## src/rtl/decode_stage.sv

```systemverilog
// RV32I/RV64I decode stage: combinational decode captured into a registered
// output slot backed by a one-entry skid register, valid/ready on both sides.
module decode_stage #(
  parameter int XLEN      = 32,
  parameter bit EN_M      = 1'b1,
  parameter bit EN_SYSTEM = 1'b1
) (
  input  logic            clk,
  input  logic            rst,
  input  logic            clk_en,
  input  logic            i_flush,
  input  logic            i_valid,
  output logic            o_ready,
  input  logic [31:0]     i_instruction,
  input  logic [XLEN-1:0] i_pc,
  output logic            o_valid,
  input  logic            i_ready,
  output logic [XLEN-1:0] o_pc,
  output logic [6:0]      o_opcode,
  output logic [6:0]      o_funct7,
  output logic [2:0]      o_funct3,
  output logic [4:0]      o_rs1,
  output logic [4:0]      o_rs2,
  output logic [4:0]      o_rd,
  output logic [XLEN-1:0] o_imm,
  output logic [2:0]      o_type,
  output logic            o_illegal
);

  typedef enum logic [2:0] {
    T_ERROR = 3'd0,
    T_R     = 3'd1,
    T_I     = 3'd2,
    T_S     = 3'd3,
    T_B     = 3'd4,
    T_U     = 3'd5,
    T_J     = 3'd6
  } fmt_e;

  typedef enum logic [1:0] {
    EMPTY = 2'd0,
    ONE   = 2'd1,
    FULL  = 2'd2
  } state_e;

  typedef struct packed {
    logic [XLEN-1:0] pc;
    logic [6:0]      opcode;
    logic [6:0]      funct7;
    logic [2:0]      funct3;
    logic [4:0]      rs1;
    logic [4:0]      rs2;
    logic [4:0]      rd;
    logic [XLEN-1:0] imm;
    fmt_e            typ;
    logic            illegal;
  } entry_t;

  localparam logic [6:0] OP_LOAD   = 7'b0000011;
  localparam logic [6:0] OP_IMM    = 7'b0010011;
  localparam logic [6:0] OP_AUIPC  = 7'b0010111;
  localparam logic [6:0] OP_IMM32  = 7'b0011011;
  localparam logic [6:0] OP_STORE  = 7'b0100011;
  localparam logic [6:0] OP_OP     = 7'b0110011;
  localparam logic [6:0] OP_LUI    = 7'b0110111;
  localparam logic [6:0] OP_OP32   = 7'b0111011;
  localparam logic [6:0] OP_BRANCH = 7'b1100011;
  localparam logic [6:0] OP_JALR   = 7'b1100111;
  localparam logic [6:0] OP_JAL    = 7'b1101111;
  localparam logic [6:0] OP_SYSTEM = 7'b1110011;

  localparam bit IS64 = (XLEN == 64);

  function automatic logic [XLEN-1:0] sext32(input logic [31:0] v);
    return XLEN'($signed(v));
  endfunction

  logic [31:0] inst;
  logic [6:0]  op;
  logic [6:0]  f7;
  logic [2:0]  f3;

  assign inst = i_instruction;
  assign op   = inst[6:0];
  assign f7   = inst[31:25];
  assign f3   = inst[14:12];

  // Alternate funct7 (sub/sra) only exists for funct3 000 and 101.
  logic r_funct_ok;
  logic shift_ok;

  assign r_funct_ok = (f7 == 7'b0000000)
                   || (f7 == 7'b0100000 && (f3 == 3'b000 || f3 == 3'b101))
                   || (EN_M && f7 == 7'b0000001);

  // RV64 shift amounts are 6 bits wide, so only inst[31:26] carries funct bits.
  always_comb begin
    if (IS64) begin
      shift_ok = (inst[31:26] == 6'b000000)
              || (inst[31:26] == 6'b010000 && f3 == 3'b101);
    end else begin
      shift_ok = (f7 == 7'b0000000)
              || (f7 == 7'b0100000 && f3 == 3'b101);
    end
  end

  fmt_e fmt;
  logic bad;

  // NOTE: every variable gets a default before the case, otherwise an
  // unassigned path turns it into a latch.
  always_comb begin
    fmt = T_ERROR;
    bad = 1'b0;
    case (op)
      OP_OP: begin
        fmt = T_R;
        bad = !r_funct_ok;
      end
      OP_OP32: begin
        if (IS64) begin
          fmt = T_R;
          bad = !r_funct_ok;
        end
      end
      OP_IMM: begin
        fmt = T_I;
        if (f3 == 3'b001 || f3 == 3'b101) bad = !shift_ok;
      end
      OP_IMM32: begin
        if (IS64) fmt = T_I;
      end
      OP_LOAD: begin
        fmt = T_I;
        bad = (f3 == 3'b111) || (!IS64 && (f3 == 3'b011 || f3 == 3'b110));
      end
      OP_JALR: begin
        fmt = T_I;
        bad = (f3 != 3'b000);
      end
      OP_SYSTEM: begin
        if (EN_SYSTEM) fmt = T_I;
      end
      OP_STORE: begin
        fmt = T_S;
        bad = (f3 >= 3'b100) || (!IS64 && f3 == 3'b011);
      end
      OP_BRANCH: begin
        fmt = T_B;
        bad = (f3 == 3'b010) || (f3 == 3'b011);
      end
      OP_LUI, OP_AUIPC: fmt = T_U;
      OP_JAL:           fmt = T_J;
      default:          fmt = T_ERROR;
    endcase
    if (inst[1:0] != 2'b11) bad = 1'b1;
  end

  entry_t dec;

  // Illegal entries keep only pc and opcode so downstream can trap on them.
  always_comb begin
    dec        = '0;
    dec.pc     = i_pc;
    dec.opcode = op;
    if (bad || fmt == T_ERROR) begin
      dec.typ     = T_ERROR;
      dec.illegal = 1'b1;
    end else begin
      dec.typ = fmt;
      case (fmt)
        T_R: begin
          dec.funct7 = f7;
          dec.funct3 = f3;
          dec.rs1    = inst[19:15];
          dec.rs2    = inst[24:20];
          dec.rd     = inst[11:7];
        end
        T_I: begin
          dec.funct3 = f3;
          dec.rs1    = inst[19:15];
          dec.rd     = inst[11:7];
          dec.imm    = sext32({{20{inst[31]}}, inst[31:20]});
        end
        T_S: begin
          dec.funct3 = f3;
          dec.rs1    = inst[19:15];
          dec.rs2    = inst[24:20];
          dec.imm    = sext32({{20{inst[31]}}, inst[31:25], inst[11:7]});
        end
        T_B: begin
          dec.funct3 = f3;
          dec.rs1    = inst[19:15];
          dec.rs2    = inst[24:20];
          dec.imm    = sext32({{19{inst[31]}}, inst[31], inst[7],
                               inst[30:25], inst[11:8], 1'b0});
        end
        T_U: begin
          dec.rd  = inst[11:7];
          dec.imm = sext32({inst[31:12], 12'b0});
        end
        T_J: begin
          dec.rd  = inst[11:7];
          dec.imm = sext32({{11{inst[31]}}, inst[31], inst[19:12],
                            inst[20], inst[30:21], 1'b0});
        end
        default: dec = dec;
      endcase
    end
  end

  state_e state;
  entry_t out_q;
  entry_t skid_q;
  logic   out_valid;
  logic   ready_q;
  logic   accept;
  logic   retire;

  assign accept = i_valid && ready_q && clk_en;
  assign retire = out_valid && i_ready && clk_en;

  // NOTE: state uses non-blocking assignments so every register samples
  // pre-edge values regardless of statement order.
  // NOTE: both entry registers are cleared on reset, flush and drain because
  // the outputs must read all-zero whenever nothing valid is held.
  always_ff @(posedge clk) begin
    if (rst) begin
      state     <= EMPTY;
      out_q     <= '0;
      skid_q    <= '0;
      out_valid <= 1'b0;
      ready_q   <= 1'b1;
    end else if (clk_en) begin
      if (i_flush) begin
        state     <= EMPTY;
        out_q     <= '0;
        skid_q    <= '0;
        out_valid <= 1'b0;
        ready_q   <= 1'b1;
      end else begin
        case (state)
          EMPTY: begin
            if (accept) begin
              out_q     <= dec;
              out_valid <= 1'b1;
              state     <= ONE;
            end
          end
          ONE: begin
            if (accept && retire) begin
              out_q <= dec;
            end else if (accept) begin
              skid_q  <= dec;
              state   <= FULL;
              ready_q <= 1'b0;
            end else if (retire) begin
              out_q     <= '0;
              out_valid <= 1'b0;
              state     <= EMPTY;
            end
          end
          FULL: begin
            // The skid entry is younger, so it becomes the next output.
            if (retire) begin
              out_q   <= skid_q;
              skid_q  <= '0;
              state   <= ONE;
              ready_q <= 1'b1;
            end
          end
          default: begin
            state     <= EMPTY;
            out_q     <= '0;
            skid_q    <= '0;
            out_valid <= 1'b0;
            ready_q   <= 1'b1;
          end
        endcase
      end
    end
  end

  assign o_ready   = ready_q;
  assign o_valid   = out_valid;
  assign o_pc      = out_q.pc;
  assign o_opcode  = out_q.opcode;
  assign o_funct7  = out_q.funct7;
  assign o_funct3  = out_q.funct3;
  assign o_rs1     = out_q.rs1;
  assign o_rs2     = out_q.rs2;
  assign o_rd      = out_q.rd;
  assign o_imm     = out_q.imm;
  assign o_type    = out_q.typ;
  assign o_illegal = out_q.illegal;

endmodule

```

## config.mk

```make
export PLATFORM = sky130hd
export DESIGN_NAME = decode_stage
export DESIGN_NICKNAME = d
export VERILOG_FILES = /design/src/rtl/decode_stage.sv
export SDC_FILE = /design/constraint.sdc
export NUM_CORES = 1
export LEC_CHECK = 0
export ABC_AREA = 1
export CAP_MARGIN = 25
export CELL_PAD_IN_SITES_DETAIL_PLACEMENT = 0
export CELL_PAD_IN_SITES_GLOBAL_PLACEMENT = 1
export CORE_MARGIN = 2
export CORE_UTILIZATION = 34
export CTS_CLUSTER_DIAMETER = 60
export DETAILED_ROUTE_END_ITERATION = 12
export GPL_TIMING_DRIVEN = 1
export PLACE_DENSITY = 0.75
export SLEW_MARGIN = 20
export SYNTH_ARGS = -nofsm -noshare
export SYNTH_HDL_FRONTEND = slang
export SYNTH_SLANG_ARGS = --single-unit
```

## constraint.sdc

```tcl
create_clock -name clk -period 3.4 [get_ports clk]
set_clock_uncertainty 0.05 [all_clocks]
set_input_delay 0.68 -clock clk [delete_from_list [all_inputs] [get_ports clk]]
set_output_delay 0.68 -clock clk [all_outputs]
set_load 0.1 [all_outputs]
```

==> results of run 1 <==
cell type report:
cell class                      count  area, µm²
Sequential cell                   204       4080
Clock inverter                     13        164
Clock buffer                       33        707
Multi-Input combinational cell   1044       4630
Antenna cell                        1       2.50
Tap cell                          341        427
Inverter                           37        139
Timing Repair Buffer              194       1770
Fill cell                        2844      14900
critical path: stages:
cell	delay (ns)
clkdlybuf4s50_1	0.50
nand2_1	0.15
inv_1	0.13
nand2_4	0.10
nor2_1	0.19
inv_1	0.09
nand3_2	0.16
nand2_1	0.25
inv_2	0.16
nor2_1	0.06
nor2_2	0.16
nand2_1	0.07
nand2_1	0.06
nand2_1	0.05
a21oi_1	0.12
sequential cells by signal (all words and copies together), names as in the netlist:
signal / cells
o_funct7: 7
o_opcode: 7
o_pc: 32
skid_q: 100
o_funct3: 3
o_type: 3
o_imm: 32
state: 2
o_rs2: 5
o_rd: 5
o_valid: 1
o_ready: 1
o_illegal: 1
o_rs1: 5
routing by layer:
layer	global-route usage	share of wire
met4	0.0476	0.019
met3	0.0353	0.050
met5	0	0.00056
met2	0.313	0.45
met1	0.279	0.48
synthesized netlist by cell type (all sizes together):
cell / n / area, µm²
dfxtp: 204 / 4080
a22o: 35 / 307
buf: 45 / 244
inv: 36 / 135
nand3: 31 / 165
nand2: 623 / 2360
a22oi: 10 / 75.1
a211oi: 2 / 15.0
clkbuf: 50 / 188
o21ai: 19 / 95.1
or2: 1 / 6.26
clkinv: 1 / 3.75
a21oi: 218 / 1090
o2111ai: 1 / 8.76
nand3b: 2 / 15.0
a311oi: 1 / 8.76
nor2: 91 / 389
nor3: 5 / 25.0
nand4: 5 / 31.3
through the flow:
step	area [µm²]	util	setup slack, ns
finish	11900	0.445	0.858
global route	11900	0.445	0.612
CTS	11900	0.445	0.860
detailed placement	11000	0.412	0.325
global placement	11000	0.412	0.304
floorplan	9250	-	0.907
cell families (layout without fill, tap and decap cells):
| kind of cell | Yosys count | after routing | share of synthesized area |
|---|---|---|---|
| flip-flops | 204 | 204 | 0.442 |
| other | 0 | 1 | 0 |
| AO/OA/AOI/OAI | 286 | 286 | 0.173 |
| buffers and inverters | 132 | 277 | 0.0617 |
| AND/OR/NAND/NOR | 758 | 758 | 0.323 |
power by group:
part,internal [mW],total [mW],leakage [nW],switching [mW]
Clock,1.70,2.78,0.430,1.08
Combinational,0.225,0.778,2.57,0.553
Sequential,2.42,2.45,1.65,0.0235
cells in the final DEF (no fill, tap or decap), types with 2 or more instances in the layout:
| master | Yosys | layout |
|---|---|---|
| bufinv_16 | 0 | 3 |
| nor2_1 | 72 | 71 |
| a22o_1 | 35 | 35 |
| clkbuf_1 | 50 | 4 |
| nand3_1 | 29 | 29 |
| clkbuf_16 | 0 | 26 |
| inv_1 | 33 | 32 |
| nand2_2 | 2 | 2 |
| o21ai_0 | 17 | 17 |
| nor2_2 | 19 | 19 |
| clkdlybuf4s50_1 | 0 | 68 |
| a22oi_1 | 10 | 10 |
| buf_4 | 1 | 114 |
| inv_2 | 3 | 4 |
| nor3_1 | 5 | 5 |
| nand3_2 | 2 | 2 |
| buf_12 | 0 | 11 |
| nand4_1 | 5 | 5 |
| o21ai_1 | 2 | 2 |
| a21oi_1 | 217 | 216 |
| nand2_4 | 2 | 2 |
| clkinv_2 | 0 | 6 |
| nand2_1 | 619 | 619 |
| nand3b_1 | 2 | 2 |
| clkbuf_8 | 0 | 3 |
| dfxtp_1 | 204 | 204 |
final timing paths:
check | end | slack, ns | depth (start not counted)
max | o_imm[20] | 0.86 | 15
min | skid_q[60] | 0.39 | 2
max reg2reg | o_imm[19] | 1.07 | 10
min reg2reg | skid_q[60] | 0.39 | 2
==> out/metrics.yaml, run 1 <==
status:
  status: "completed"
timing:
  max_freq_mhz: 393
  setup_viol: 0
  finalSetupTns_ns: 0
  fin_hold_ws_ns: 0.392
  fin_crit_ns: 2.54
  rsz0062_at_grt: "no"
  worstMarginPinSlew_ns: 0.570
  fin_crit_sh: 0.748
  slew_headroom: 0.620
  slew_violations: 0
  finalHoldViolCount: 0
routing:
  dr.pass1.iters: 5
  drc: 0
  wire_per_inst_um: 15.4
  vias: 9178
  drtIter0Drc: 757
  wirelength_um: 28800
  routed_via_density: 4.92
  antenna_left: 0
yosys:
  syn_inst: 1380
  ys.warnings.count: 0
  syn_nets: 1450
  ys_seq_elements: 204
  ys_seq_area_frac: 0.442
  synthDistinctLibCells: 29
  synth_area_um2: 9250
  avgSynthCellArea_um2: 6.70
worst_hold_path:
  worstHoldStart: "skid_q[60]"
  hold_class: "reg -> reg"
floorplanning:
  dieHeight_um: 169
  pin_count: 172
  die_w_um: 169
  fp.coreArea_um2: 26800
  dieArea_um2: 28500
  start_util: 0.345
  row_count: 60
cts:
  worstSkewPairLatency_ns: 0.53
  clock_sinks: 204
  cts_post_setup_buffers_inserted: 0
  clockBufferDepth: 3
  cts_made_buffers: 26
  cts-hold-fix-buffers: 0
  clkTransAtPathRegs_ns: 0.06
  cts_tree: "built"
  cts-root-buf: "clkbuf_16"
  htree_levels: 1
  cts_resized: 0
final_layout:
  nets: 1577
  layout-drive-gt1-share: 0.132
  syn_to_final_growth_pct: 28.8
  final_cells: 1867
setup_path:
  required_ns: 3.80
  end_kind: "register"
  reg2reg_from: "state[0]"
  start_kind: "input pin"
  cp-startpoint: "i_instruction[1]"
  crit_arrival_ns: 2.94
  worstPathMaxFanout: 10
  critPathKind: "in -> reg"
pwr:
  ir_drop_mv: 0.326
  power_per_cell_area_nw_per_um2: 504
  total_power_mw: 6.00
  p_leak_nw: 4.65
global_routing:
  grt_start_max_net_pins: 102
  antenna_found_initial: 2
  grt_pass1_vias: 8573
  gr-total-overflow: 0
  grtUsageTotal: 0.198
  grt_pass1_wl_um: 46300
placement:
  hpwl_um: 18200
  placed_cells: 1820
  port_buffers: 171
  gp_congestion: 0.888
run:
  maxCapViolCount: 0
Power figures use the tool's default switching activity.
==> run 2, diff against run 1 <==
--- a/config.mk
+++ b/config.mk
@@ -10,11 +10,11 @@
 export CELL_PAD_IN_SITES_DETAIL_PLACEMENT = 0
 export CELL_PAD_IN_SITES_GLOBAL_PLACEMENT = 1
 export CORE_MARGIN = 2
-export CORE_UTILIZATION = 34
+export CORE_UTILIZATION = 33
 export CTS_CLUSTER_DIAMETER = 60
 export DETAILED_ROUTE_END_ITERATION = 12
 export GPL_TIMING_DRIVEN = 1
-export PLACE_DENSITY = 0.75
+export PLACE_DENSITY = 0.76
 export SLEW_MARGIN = 20
 export SYNTH_ARGS = -nofsm -noshare
 export SYNTH_HDL_FRONTEND = slang
==> constraint.sdc (replaced) <==
create_clock -name clk -period 2.2 [get_ports clk]
set_clock_uncertainty 0.05 [all_clocks]
set_input_delay 0.44 -clock clk [delete_from_list [all_inputs] [get_ports clk]]
set_output_delay 0.44 -clock clk [all_outputs]
set_load 0.1 [all_outputs]
==> out/metrics.yaml, run 2 (synthesis gave the netlist of run 1 again) <==
status:
  status: "completed"
global_routing:
  antenna_found_initial: 1  # -1
  grt_pass1_vias: 9022  # +5.2%
  grt_pass1_wl_um: 47500  # +2.6%
  gr-total-overflow: 0  # unchanged
  grtUsageTotal: 0.201  # +0.00322
  grt_start_max_net_pins: 102  # unchanged
cts:
  clockBufferDepth: 3  # unchanged
  cts-hold-fix-buffers: 0  # unchanged
  cts_tree: "built"
  clkTransAtPathRegs_ns: 0.06  # about the same
  cts_made_buffers: 25  # -3.8%
  worstSkewPairLatency_ns: 0.52  # about the same
  htree_levels: 1  # unchanged
  clock_sinks: 204  # unchanged
  cts-root-buf: "clkbuf_16"
setup_path:
  worstPathMaxFanout: 9  # -1
  ff2ff_path_depth: 9  # -1
  start_kind: "input pin"
  r2r-end: "o_imm[21]"
  reg2reg_from: "state[1]"
  cp-startpoint: "i_instruction[0]"
  crit_arrival_ns: 2.41  # -0.53 ns
  reg2reg_slack_ns: 0.16  # -0.91 ns
  end_kind: "register"
  required_ns: 2.56  # -1.24 ns
  critPathKind: "in -> reg"
floorplanning:
  dieHeight_um: 171  # +1.5%
  start_util: 0.334  # -0.0113
  row_count: 61  # +1.7%
  die_w_um: 171  # +1.5%
  pin_count: 172  # unchanged
  dieArea_um2: 29400  # +3.0%
  fp.coreArea_um2: 27700  # +3.4%
routing:
  drc: 0  # unchanged
  routed_via_density: 4.77  # -3.0%
  wirelength_um: 29700  # +3.2%
  vias: 9452  # +3.0%
  dr.pass1.iters: 6  # +1
  antenna_left: 0  # unchanged
  drtIter0Drc: 613  # -19%
  wire_per_inst_um: 15.0  # -2.8%
final_layout:
  n_antenna_cell: 0  # -1
  layout_common_cells: "nand2_1, a21oi_1, dfxtp_1, buf_4, clkdlybuf4s50_1"
  nets: 1656  # +5.0%
  final_common_cell: "nand2_1"
  top_register: "skid_q"
  largest_reg_flops: 100  # unchanged
  syn_to_final_growth_pct: 37.7
  utilization: 0.460  # +0.0151
  layout-drive-gt1-share: 0.188  # +0.0558
worst_hold_path:
  min_to: "skid_q[67]"
  hold_class: "in -> reg"
  worstHoldStart: "i_instruction[6]"
  hold_depth: 3  # +1
placement:
  hpwl_um: 20100  # +10%
  gp_congestion: 0.848  # -4.5%
  dp_slack_ns: -0.682  # -1.01 ns
  port_buffers: 171  # unchanged
timing:
  worstMarginPinSlew_ns: 0.536  # -0.0345 ns
  slew_headroom: 0.642  # +0.0217
  slew_violations: 0  # unchanged
  fin_crit_sh: 0.934
  max_freq_mhz: 487
  fin_crit_ns: 2.05
  finalHoldViolCount: 0  # unchanged
  setup_viol: 0  # unchanged
  layout_setup_ws_ns: 0.146  # -0.712 ns
pwr:
  total_power_mw: 9.02  # +50%
  power_per_cell_area_nw_per_um2: 708  # +41%
  p_leak_nw: 5.08  # +9.3%
  ir_drop_mv: 0.565  # +73%
run:
  maxCapViolCount: 0  # unchanged
[run 2: layout make-up]
cell class,count,area [µm²]
Clock buffer,36,707
Clock inverter,9,61.3
Fill cell,2891,15000
Inverter,37,139
Multi-Input combinational cell,1044,4700
Sequential cell,204,4090
Tap cell,378,473
Timing Repair Buffer,274,2560
[run 2: per-layer routing]
layer  wire length (µm)  vias to the layer above  track usage
met5                 13                        -            0
met4                551                        2       0.0446
met3               1710                       45       0.0384
met2              13700                      225        0.330
met1              13800                     4320        0.273
li1                   -                     4860            -
[run 2: what timing repair did]
item | 4_1_cts | 5_1_grt
cloned | 0 | 0
endpoints found under the setup margin | 18 | 83
setup buffers | 0 | 2
gates resized for setup | 2 | 27
pin swaps | 0 | 4
[run 2: worst max path at each step]
stage	to	slack, ns	cells after the start
floorplan	o_funct7[0]	0.09	10
global placement	o_imm[19]	-0.61	14
detailed placement	o_imm[19]	-0.68	14
CTS	o_imm[22]	0.02	14
global route	o_funct7[4]	-0.003	9
finish	o_imm[19]	0.15	14
[run 2: power by group]
| part | switching (mW) | internal (mW) | total, mW |
|---|---|---|---|
| Clock | 1.61 | 2.24 | 3.85 |
| Sequential | 0.0304 | 3.74 | 3.77 |
| Combinational | 0.900 | 0.500 | 1.40 |
| Total | 2.54 | 6.48 | 9.02 |
[run 2: stage by stage]
step	setup TNS, ns	hold slack (ns)	cell area, µm²	instances
detailed placement	-63.62	0.382	11900	1935
finish	0	0.240	12700	1982
CTS	0	0.285	12600	1980
global placement	-60.18	0.377	11900	1935
global route	-0.00346	0.265	12700	1982
floorplan	0	0.370	9250	1380
[run 2: critical path: stages]
cell	delay, ns
clkdlybuf4s50_1	0.44
nand2_2	0.14
inv_2	0.06
nand2_4	0.12
inv_2	0.05
nand2_1	0.07
buf_4	0.13
nand3_2	0.10
o21ai_2	0.43
a21oi_1	0.17
nand2_1	0.09
nand2_1	0.05
nand2_1	0.05
a21oi_1	0.05
